--- src/rtl/bus_arbiter.sv ---
// Two-master round-robin arbiter onto a single req/gnt/rvalid bus.
// An ID FIFO records the owner of each outstanding transaction so responses are routed back.
module bus_arbiter #(
  parameter int DEPTH = 2,
  parameter int AW    = 32,
  parameter int DW    = 32
) (
  input  logic            clk_i,
  input  logic            rst_i,
  input  logic            m0_req_i,
  input  logic            m0_we_i,
  input  logic [DW/8-1:0] m0_be_i,
  input  logic [AW-1:0]   m0_addr_i,
  input  logic [DW-1:0]   m0_wdata_i,
  output logic            m0_gnt_o,
  output logic            m0_rvalid_o,
  output logic [DW-1:0]   m0_rdata_o,
  input  logic            m1_req_i,
  input  logic            m1_we_i,
  input  logic [DW/8-1:0] m1_be_i,
  input  logic [AW-1:0]   m1_addr_i,
  input  logic [DW-1:0]   m1_wdata_i,
  output logic            m1_gnt_o,
  output logic            m1_rvalid_o,
  output logic [DW-1:0]   m1_rdata_o,
  output logic            s_req_o,
  output logic            s_we_o,
  output logic [DW/8-1:0] s_be_o,
  output logic [AW-1:0]   s_addr_o,
  output logic [DW-1:0]   s_wdata_o,
  input  logic            s_gnt_i,
  input  logic            s_rvalid_i,
  input  logic [DW-1:0]   s_rdata_i,
  output logic            err_o
);

  localparam int PW = (DEPTH > 1) ? $clog2(DEPTH) : 1;
  localparam int CW = $clog2(DEPTH + 1);
  localparam logic [CW-1:0] FULL = CW'(DEPTH);
  localparam logic [PW-1:0] LAST = PW'(DEPTH - 1);

  logic [DEPTH-1:0] id_q;
  logic [PW-1:0]    wr_ptr_q;
  logic [PW-1:0]    rd_ptr_q;
  logic [CW-1:0]    count_q;
  logic             last_grant_q;
  logic             err_q;

  logic issue_ok;
  logic winner;
  logic hs;
  logic pop;
  logic head;

  // A response in the same cycle frees a slot, so a full FIFO can still issue.
  assign issue_ok = (count_q < FULL) | s_rvalid_i;
  assign winner   = m1_req_i & (~m0_req_i | ~last_grant_q);

  assign s_req_o   = rst_i & issue_ok & (m0_req_i | m1_req_i);
  assign s_we_o    = winner ? m1_we_i    : m0_we_i;
  assign s_be_o    = winner ? m1_be_i    : m0_be_i;
  assign s_addr_o  = winner ? m1_addr_i  : m0_addr_i;
  assign s_wdata_o = winner ? m1_wdata_i : m0_wdata_i;

  assign hs       = s_req_o & s_gnt_i;
  assign m0_gnt_o = hs & ~winner;
  assign m1_gnt_o = hs & winner;

  assign pop  = rst_i & s_rvalid_i & (count_q != '0);
  assign head = id_q[rd_ptr_q];

  assign m0_rvalid_o = pop & ~head;
  assign m1_rvalid_o = pop & head;
  assign m0_rdata_o  = s_rdata_i;
  assign m1_rdata_o  = s_rdata_i;
  assign err_o       = err_q;

  always_ff @(posedge clk_i or negedge rst_i) begin
    if (!rst_i) begin
      id_q         <= '0;
      wr_ptr_q     <= '0;
      rd_ptr_q     <= '0;
      count_q      <= '0;
      last_grant_q <= 1'b1;
      err_q        <= 1'b0;
    end else begin
      if (hs) begin
        id_q[wr_ptr_q] <= winner;
        wr_ptr_q       <= (wr_ptr_q == LAST) ? '0 : wr_ptr_q + PW'(1);
        last_grant_q   <= winner;
      end
      if (pop) begin
        rd_ptr_q <= (rd_ptr_q == LAST) ? '0 : rd_ptr_q + PW'(1);
      end
      if (hs && !pop) begin
        count_q <= count_q + CW'(1);
      end else if (pop && !hs) begin
        count_q <= count_q - CW'(1);
      end
      if (s_rvalid_i && count_q == '0) begin
        err_q <= 1'b1;
      end
    end
  end

endmodule

--- config.mk ---
export PLATFORM = sky130hd
export DESIGN_NAME = bus_arbiter
export DESIGN_NICKNAME = d
export VERILOG_FILES = /design/src/rtl/bus_arbiter.sv
export SDC_FILE = /design/constraint.sdc
export NUM_CORES = 1
export LEC_CHECK = 0
export CAP_MARGIN = 30
export CORE_AREA = 8 8 115 117
export DETAILED_ROUTE_END_ITERATION = 7
export DIE_AREA = 0 0 123 125
export PLACE_DENSITY = 0.78
export SLEW_MARGIN = 20
export SYNTH_ARGS = -nofsm -noshare
export SYNTH_HDL_FRONTEND = slang
export SYNTH_SLANG_ARGS = --single-unit
export TNS_END_PERCENT = 20
--- constraint.sdc ---
create_clock -name clk_i -period 1.7 [get_ports clk_i]
set_input_delay 0.34 -clock clk_i [delete_from_list [all_inputs] [get_ports clk_i]]
set_output_delay 0.34 -clock clk_i [all_outputs]
set_load 0.03 [all_outputs]
==> results.cfg, run 1 <==
[outcome]
status = finished, violations left
violations = setup timing

[synthesis]
yosysTopAreaCellShare_pct = 40.9
synthTopCellsByCount = buf_4 (65), mux2_4 (55), mux2_2 (17)
synthFlopType = dfrtp_1
synth_area_leaders = mux2_4 (41%), buf_4 (24%), mux2_2 (9.5%)
synth_cell_types = 24
synth_nets = 352
syn_inst = 175
async_flop_share_pct = 100
synth_edf_count = 0
synth_top_area_cell = mux2_4
synth_most_common_cell = buf_4
seq_area_frac_synth_pct = 9.99
ys.warnings.count = 0
syn_area_um2 = 2020
synth.avg_cell_area_um2 = 11.5
ys_seq_elements = 8

[floorplan]
die_w_um = 123
die_area_um2 = 15400
start_util_pct = 17.4
rows = 40
placeableCoreArea_um2 = 11600
io_pins = 315
die-height_um = 125

[cts]
h-tree-depth = 1
clockBufferDepth = 2
clk_pin_slew_ns = 0.04
cts_buffers = 3
cts.sinks = 8
cts_tree = done
clk_latency_ns = 0.23
root_buffer = clkbuf_16

[setup_path]
path_buf_inv = 4
endpoint_kind = output port
cp_slowest_cell = dfstp_2
cp.required_ns = 1.36
cp_data_arrival_time_ns = 1.71
critPathKind = reg -> out
critPathLaunchType = register
slowest_delay_ns = 0.55
regToRegSetupSlack_ns = 0.16
crit_top_cell = buf_12
crit_chain = a21boi_4 > buf_12 > buf_12 > buf_16 > mux2_4 > buf_6
critPathTopFamily = buffers and inverters
crit_fanout = 5

[drt]
routed_via_density = 3.95
drt-pass1-iter-count = 4
post-route-drc-count = 0
vias = 1982
ant_nets = 0
avgRoutedWirePerCell_um = 20.0
routed_wl_um = 10000
drt_iter0_drc = 54

[power]
ir_drop_v = 0.000608
power_uw = 3300
p_leak_uw = 0.00200
powerDensity_nw_per_um2 = 742

[global_route]
antenna_found_initial = 0
grt_max_degree = 13
grt_pass1_vias = 2318
grt_overflow = 0
grt_first_pass_wirelength_um = 14200
track_usage_pct = 11.8

[placement]
place_hpwl_um = 7690
pre_cts_ws_ns = -1.01
portBuffers = 218
placed_area_um2 = 3840
gp_congestion = 0.833

[sta]
layout_setup_ws_ns = -0.353
setup_viol = 72
fin_crit_sh_pct = 121
slew_headroom_pct = 77.4
hold_viol = 0
worst_pin_slew_ns = 0.338
rsz0062_at_grt = true
setup-tns-final_ns = -22.48
slew_viol_final = 0
period_minus_slack_ns = 2.05
max_freq_mhz = 487
fin_skew_ns = 0.00614

[run]
maxCapViolCount = 0

[final_layout]
multi_input_area_um2 = 1220
area_growth_syn_to_layout_pct = 121
final_area_um2 = 4450
seqCellArea_um2 = 201
layout-drive-gt1-share_pct = 51.8
diodes = 0
fill_cells = 1093
fin_nets = 533

[worst_hold_path]
worst_hold_path_type = in -> async
-- power by group --
part | total (µW) | switching, µW | internal, µW
clock | 409 | 96.5 | 313
combinational | 2540 | 1060 | 1480
sequential | 359 | 75.5 | 284
-- path summary, 6_finish.rpt --
check	from	endpoint	cells past startpoint
min	rst_i	count_q[0]$_DFFE_PN0P_	2
max	last_grant_q$_DFFE_PN1N_	s_addr_o[20]	6
max reg2reg	count_q[1]$_DFFE_PN0P_	count_q[1]$_DFFE_PN0P_	6
max in group asynchronous	rst_i	last_grant_q$_DFFE_PN1N_	2
min reg2reg	err_o$_DFFE_PN0P_	err_o$_DFFE_PN0P_	1
min in group clk_i	err_o$_DFFE_PN0P_	err_o$_DFFE_PN0P_	1
-- layout by cell type, fill, tap and decap left out --
master | synthesis | final
nand4_1 | 1 | 1
inv_1 | 1 | 1
a21boi_4 | 1 | 1
buf_6 | 0 | 74
nand2b_1 | 1 | 1
ha_1 | 1 | 1
buf_4 | 65 | 14
mux2_2 | 17 | 11
dfstp_2 | 1 | 1
nor2b_1 | 1 | 1
nor2_4 | 0 | 1
o211ai_1 | 1 | 1
nand3_2 | 0 | 1
mux2_4 | 55 | 61
mux2i_1 | 1 | 1
o21a_1 | 1 | 1
clkbuf_16 | 0 | 3
clkdlybuf4s15_2 | 0 | 1
buf_8 | 1 | 1
xor2_1 | 2 | 2
clkbuf_1 | 0 | 1
buf_16 | 0 | 9
clkdlybuf4s50_1 | 0 | 140
o211a_1 | 1 | 1
nand4b_1 | 1 | 1
nor2_1 | 4 | 3
dlygate4sd2_1 | 0 | 3
buf_12 | 6 | 6
xnor2_1 | 3 | 3
dfrtp_1 | 7 | 7
a21o_1 | 1 | 1
and3_1 | 1 | 1
-- per-stage QoR --
| stage | hold WS, ns | utilization (%) | instances |
|---|---|---|---|
| detailed placement | 0.484 | 33.0 | 481 |
| global placement | 0.449 | 33.0 | 481 |
| finish | 0.211 | 38.3 | 502 |
| CTS | 0.212 | 38.9 | 504 |
| global route | 0.229 | 38.3 | 502 |
| floorplan | 0.0444 | - | 175 |
-- per-layer routing --
layer | up-vias | global-route usage (%) | routed length, µm
met5 | - | 0 | 0
met4 | 0 | 1.06 | 40
met3 | 2 | 6.44 | 1570
met2 | 170 | 21.2 | 4980
met1 | 902 | 12.1 | 3430
li1 | 908 | - | -
-- area by class of cell --
type                            instances  area share (%)
Multi-Input combinational cell         94            27.5
Timing Repair Buffer                  248            62.0
Inverter                                1          0.0843
Tap cell                              147            4.13
Clock buffer                            4            1.77
Sequential cell                         8            4.53
-- cell families after synthesis --
| kind of cell | synth area share, % |
|---|---|
| muxes | 50.9 |
| buffers and inverters | 31.1 |
| adders and majority gates | 0.620 |
| AOI/OAI and AO/OA | 2.54 |
| xor gates and xnor gates | 2.17 |
| DFF | 9.99 |
| and+or+nand+nor | 2.67 |
-- registers in the layout, summed over array words and instances (netlist names) --
| register | cells |
|---|---|
| count_q | 2 |
| last_grant_q | 1 |
| id_q | 2 |
| wr_ptr_q | 1 |
| rd_ptr_q | 1 |
| err_o | 1 |
-- what timing repair did --
item                                    CTS  global route
hold buffers                              0             0
pin swaps                                 2             4
resized for setup                       439             2
cloned                                   10             0
endpoints found under the setup margin   76            75
buffers inserted                          9             1
Power figures use the tool's default switching activity.
==> run 2, diff against run 1 <==
MAX_ROUTING_LAYER = met4   (was default)
==> results.cfg, run 2 (synthesized netlist as in run 1, its figures left out) <==
[sta]
worst_pin_slew_ns = 0.338
fin_crit_sh_pct = 121
setup_viol = 72
hold_viol = 0
layout_setup_ws_ns = -0.353
slew_viol_final = 0
max_freq_mhz = 487
fin_skew_ns = 0.00612
holdWs_ns = 0.211
period_minus_slack_ns = 2.05
slew_headroom_pct = 77.3
rsz0062_at_grt = true

[final_layout]
final_cell_mix = clkdlybuf4s50_1 (140), buf_6 (74), mux2_4 (61)
fill_cells = 1093
top_regs = count_q: 2 flops, id_q: 2 flops
final_common_cell = clkdlybuf4s50_1
layout-drive-gt1-share_pct = 51.8
multi_input_area_um2 = 1220
area_growth_syn_to_layout_pct = 121
fin_cells = 502
seqCellArea_um2 = 201
fin_nets = 533
diodes = 0
final_area_um2 = 4450

[placement]
gp_congestion = 0.846
place_hpwl_um = 7690
placed_area_um2 = 3840
portBuffers = 218
dp_cells = 481

[power]
p_leak_uw = 0.00200
powerDensity_nw_per_um2 = 742
ir_drop_v = 0.000608

[cts]
cts_tree = done
cts.sinks = 8
h-tree-depth = 1
cts_buffers = 3
clk_pin_slew_ns = 0.04
clockBufferDepth = 2
root_buffer = clkbuf_16
clk_latency_ns = 0.23

[drt]
routed_via_density = 3.95
avgRoutedWirePerCell_um = 20.0
ant_nets = 0
drt_iter0_drc = 53
routed_wl_um = 10000
drt-pass1-iter-count = 4
post-route-drc-count = 0
vias = 1982

[setup_path]
slowest_delay_ns = 0.55
critPathLaunchType = register
critPathTopFamily = buffers and inverters
crit_top_cell = buf_12
path_buf_inv = 4
cp.required_ns = 1.36
cp_slowest_cell = dfstp_2
critPathKind = reg -> out
crit_chain = a21boi_4 > buf_12 > buf_12 > buf_16 > mux2_4 > buf_6
crit_fanout = 5
endpoint_kind = output port
cp_data_arrival_time_ns = 1.71

[worst_hold_path]
worst_hold_path_type = in -> async

[outcome]
violations = setup timing
status = finished, violations left

[global_route]
grt_first_pass_wirelength_um = 14200
grt_max_degree = 13
grt_pass1_vias = 2313
grt_overflow = 0
grt_util_met3_pct = 6.03
grtUsageMet1_pct = 12.3
met2_usage_pct = 21.2
antenna_found_initial = 0
track_usage_pct = 12.1
grt_busiest_layer = met2

[floorplan]
io_pins = 315
start_util_pct = 17.4
placeableCoreArea_um2 = 11600
rows = 40
die_area_um2 = 15400
die-height_um = 125
die_w_um = 123

[run]
maxCapViolCount = 0
==> run 2: final timing paths <==
kind,from,to,slack (ns),cells after the start
min in group clk_i,err_o$_DFFE_PN0P_,err_o$_DFFE_PN0P_,0.48,1
setup reg to reg,count_q[1]$_DFFE_PN0P_,count_q[1]$_DFFE_PN0P_,0.16,6
setup / recovery,last_grant_q$_DFFE_PN1N_,s_addr_o[20],-0.35,6
hold / removal,rst_i,count_q[0]$_DFFE_PN0P_,0.21,2
hold reg to reg,err_o$_DFFE_PN0P_,err_o$_DFFE_PN0P_,0.48,1
max in group asynchronous,rst_i,last_grant_q$_DFFE_PN1N_,1.27,2
==> run 2: area by class of cell <==
type | instances | share of cell area, %
repair buffers | 248 | 62.0
multi-input cells | 94 | 27.5
flip-flops and latches | 8 | 4.53
well taps | 147 | 4.13
clock buffers | 4 | 1.77
inverters | 1 | 0.0843
==> run 2: through the flow <==
step | worst slack, ns | TNS [ns] | utilization, % | total power, µW
after floorplan | 0.0589 | 0 | - | 1900
after global placement | -0.980 | -60.90 | 33.0 | 2390
after detailed placement | -1.01 | -62.59 | 33.0 | 2430
after CTS | -0.449 | -21.90 | 38.9 | 3380
after global routing | -0.382 | -25.13 | 38.3 | 3450
final | -0.353 | -22.49 | 38.3 | 3300
==> run 2: per-layer routing <==
metal / share of wire (%) / up-vias
met5: 0 / -
met4: 0.40 / 0
met3: 15 / 2
met2: 50 / 170
met1: 35 / 902
li1: - / 908
==> run 2: power by group <==
part           switching [µW]  total [µW]  internal, µW
sequential               75.4         359           284
clock                    96.5         409           313
combinational            1060        2540          1480
total                    1230        3300          2080
==> run 2: worst register-to-register path, delay by kind of cell, from the launching register on <==
family,cells,cell delay [ns]
fa+ha+maj,1,0.22
compound gates,1,0.30
xor+xnor,2,0.31
simple gates,1,0.07
flops,1,0.39
buf+inv,1,0.13
==> run 2: timing repair <==
action                                 4_1_cts  5_1_grt
setup buffers                                9        1
hold buffers                                 0        0
gates resized for setup                    439        2
gates cloned                                10        0
endpoints found under the hold margin        0        0
pin swaps                                    2        4
setup endpoints to repair                   76       75
==> run 3, diff against run 2 <==
CORE_AREA = 8 8 117 119   (was 8 8 115 117)
CTS_CLUSTER_SIZE = 28   (was default)
DIE_AREA = 0 0 125 127   (was 0 0 123 125)
MAX_ROUTING_LAYER = default   (was met4)
PLACE_DENSITY = 0.76   (was 0.78)
clock period = 2.6 ns   (was 1.7 ns; I/O delays follow)
==> results.cfg, run 3 (synthesized netlist as in run 1, its figures left out) <==
[outcome]
status = completed

[global_route]
grt_pass1_vias = 2105
track_usage_pct = 10.9
antenna_found_initial = 0
grt_max_degree = 18
grt_first_pass_wirelength_um = 13700
grt_overflow = 0

[final_layout]
final_common_cell = clkdlybuf4s50_1
final_core_util_pct = 33.7
area_growth_syn_to_layout_pct = 97.3
diodes = 0
layout-drive-gt1-share_pct = 45.3
fill_cells = 1193
top_regs = count_q: 2 flops, id_q: 2 flops
final_cell_mix = clkdlybuf4s50_1 (142), mux2_4 (55), buf_4 (29)
fin_nets = 520

[power]
powerDensity_nw_per_um2 = 465
pwr-share-comb_pct = 72.8
p_seq_share_pct = 12.8
p_int_uw = 1120
p_sw_uw = 726
p_leak_uw = 0.00176
p_sw_share_pct = 39.3
power_frac_clock_pct = 14.4
ir_drop_v = 0.000404

[drt]
routed_wl_um = 9360
routed_via_density = 3.88
avgRoutedWirePerCell_um = 19.1
ant_nets = 0
drt_iter0_drc = 39
post-route-drc-count = 0
drt-pass1-iter-count = 4
vias = 1898

[floorplan]
die_w_um = 125
placeableCoreArea_um2 = 11800
io_pins = 315
start_util_pct = 17.1
die-height_um = 127
rows = 40
die_area_um2 = 15900

[sta]
layout_setup_ws_ns = 0.0777
worst_pin_slew_ns = 0.370
max_freq_mhz = 396
period_minus_slack_ns = 2.52
slew_viol_final = 0
fin_skew_ns = 0.00517
rsz0062_at_grt = false
fin_crit_sh_pct = 97.0
setup_viol = 0
slew_headroom_pct = 75.2
hold_viol = 0
setup-tns-final_ns = 0

[setup_path]
cp_data_arrival_time_ns = 2.00
crit_chain = dlygate4sd2_1 > a21boi_4 > buf_12 > buf_16 > buf_4 > mux2_4 > clkdlybuf4s15_2
critPathTopFamily = buffers and inverters
critPathKind = in -> out
endpoint_kind = output port
critPathLaunchType = input pin
path_buf_inv = 5
cp.required_ns = 2.08
crit_fanout = 6
cp_slowest_cell = dlygate4sd2_1
slowest_delay_ns = 0.28

[cts]
cts_buffers = 3
h-tree-depth = 1
clockBufferDepth = 2
cts.sinks = 8
clk_latency_ns = 0.24
cts_hold_buf = 0
clk_pin_slew_ns = 0.04
root_buffer = clkbuf_16
cts_tree = done

[placement]
place_hpwl_um = 8190
gp_congestion = 0.795
portBuffers = 218
pre_cts_ws_ns = -0.435

[run]
maxCapViolCount = 0

[worst_hold_path]
worst_hold_path_type = reg -> reg
==> run 3: changes by cell type in the layout (fill, tap and decap cells not counted), sizes merged <==
cell / previous run / this run
clkdlybuf4s15: 1 / 26
clkdlybuf4s50: 140 / 142
dlygate4sd2: 3 / 15
buf: 104 / 52
==> run 3: path summary, 6_finish.rpt <==
path                            cells after the start  slack [ns]                   start                     end
worst max-delay path                                7        0.08                m0_req_i           s_wdata_o[12]
worst min-delay path                                1        0.46       err_o$_DFFE_PN0P_       err_o$_DFFE_PN0P_
worst max register to register                      8        1.04  count_q[1]$_DFFE_PN0P_  count_q[1]$_DFFE_PN0P_
worst min register to register                      1        0.46       err_o$_DFFE_PN0P_       err_o$_DFFE_PN0P_
max in group asynchronous                           2        1.64                   rst_i    wr_ptr_q$_DFFE_PN0N_
min in group asynchronous                           1        0.55                   rst_i       err_o$_DFFE_PN0P_
==> run 3: power by group through the flow <==
| stage | combinational [µW] | clock [µW] | sequential, µW |
|---|---|---|---|
| final | 1350 | 267 | 236 |
| after global routing | 1410 | 282 | 245 |
| after CTS | 1360 | 272 | 238 |
| after detailed placement | 1340 | 0 | 240 |
| after global placement | 1320 | 0 | 236 |
| after floorplan | 1010 | 0 | 226 |
==> run 3: through the flow <==
stage	hold WS, ns	total power [µW]	instance area (µm²)	instances
4_1_cts	0.471	1870	3980	489
3_3_place_gp	0.445	1560	3810	478
2_1_floorplan	0.224	1240	2020	175
6_report	0.464	1850	3980	489
5_1_grt	0.479	1940	3980	489
3_5_place_dp	0.459	1580	3810	478
==> run 3: timing repair <==
| item | in CTS | in global routing |
|---|---|---|
| gates resized for setup | 157 | 0 |
| setup buffers | 6 | 0 |
| endpoints found under the hold margin | 0 | 0 |
| endpoints found under the setup margin | 64 | 0 |
==> run 3: layout make-up <==
cell class	instances	area, µm²	area share (%)
inverter	1	3.75	0.0943
sequential	8	201	5.06
clock buffer	4	78.8	1.98
tap	147	184	4.62
multi-input combinational	94	1190	29.9
timing repair buffer	235	2320	58.4
==> run 3: layer usage <==
layer	global-route usage [%]	vias to the layer above	routed length [µm]
met2	18.2	145	4550
met3	4.95	3	962
li1	-	876	-
met5	0	-	0
met1	12.8	874	3810
met4	1.58	0	39
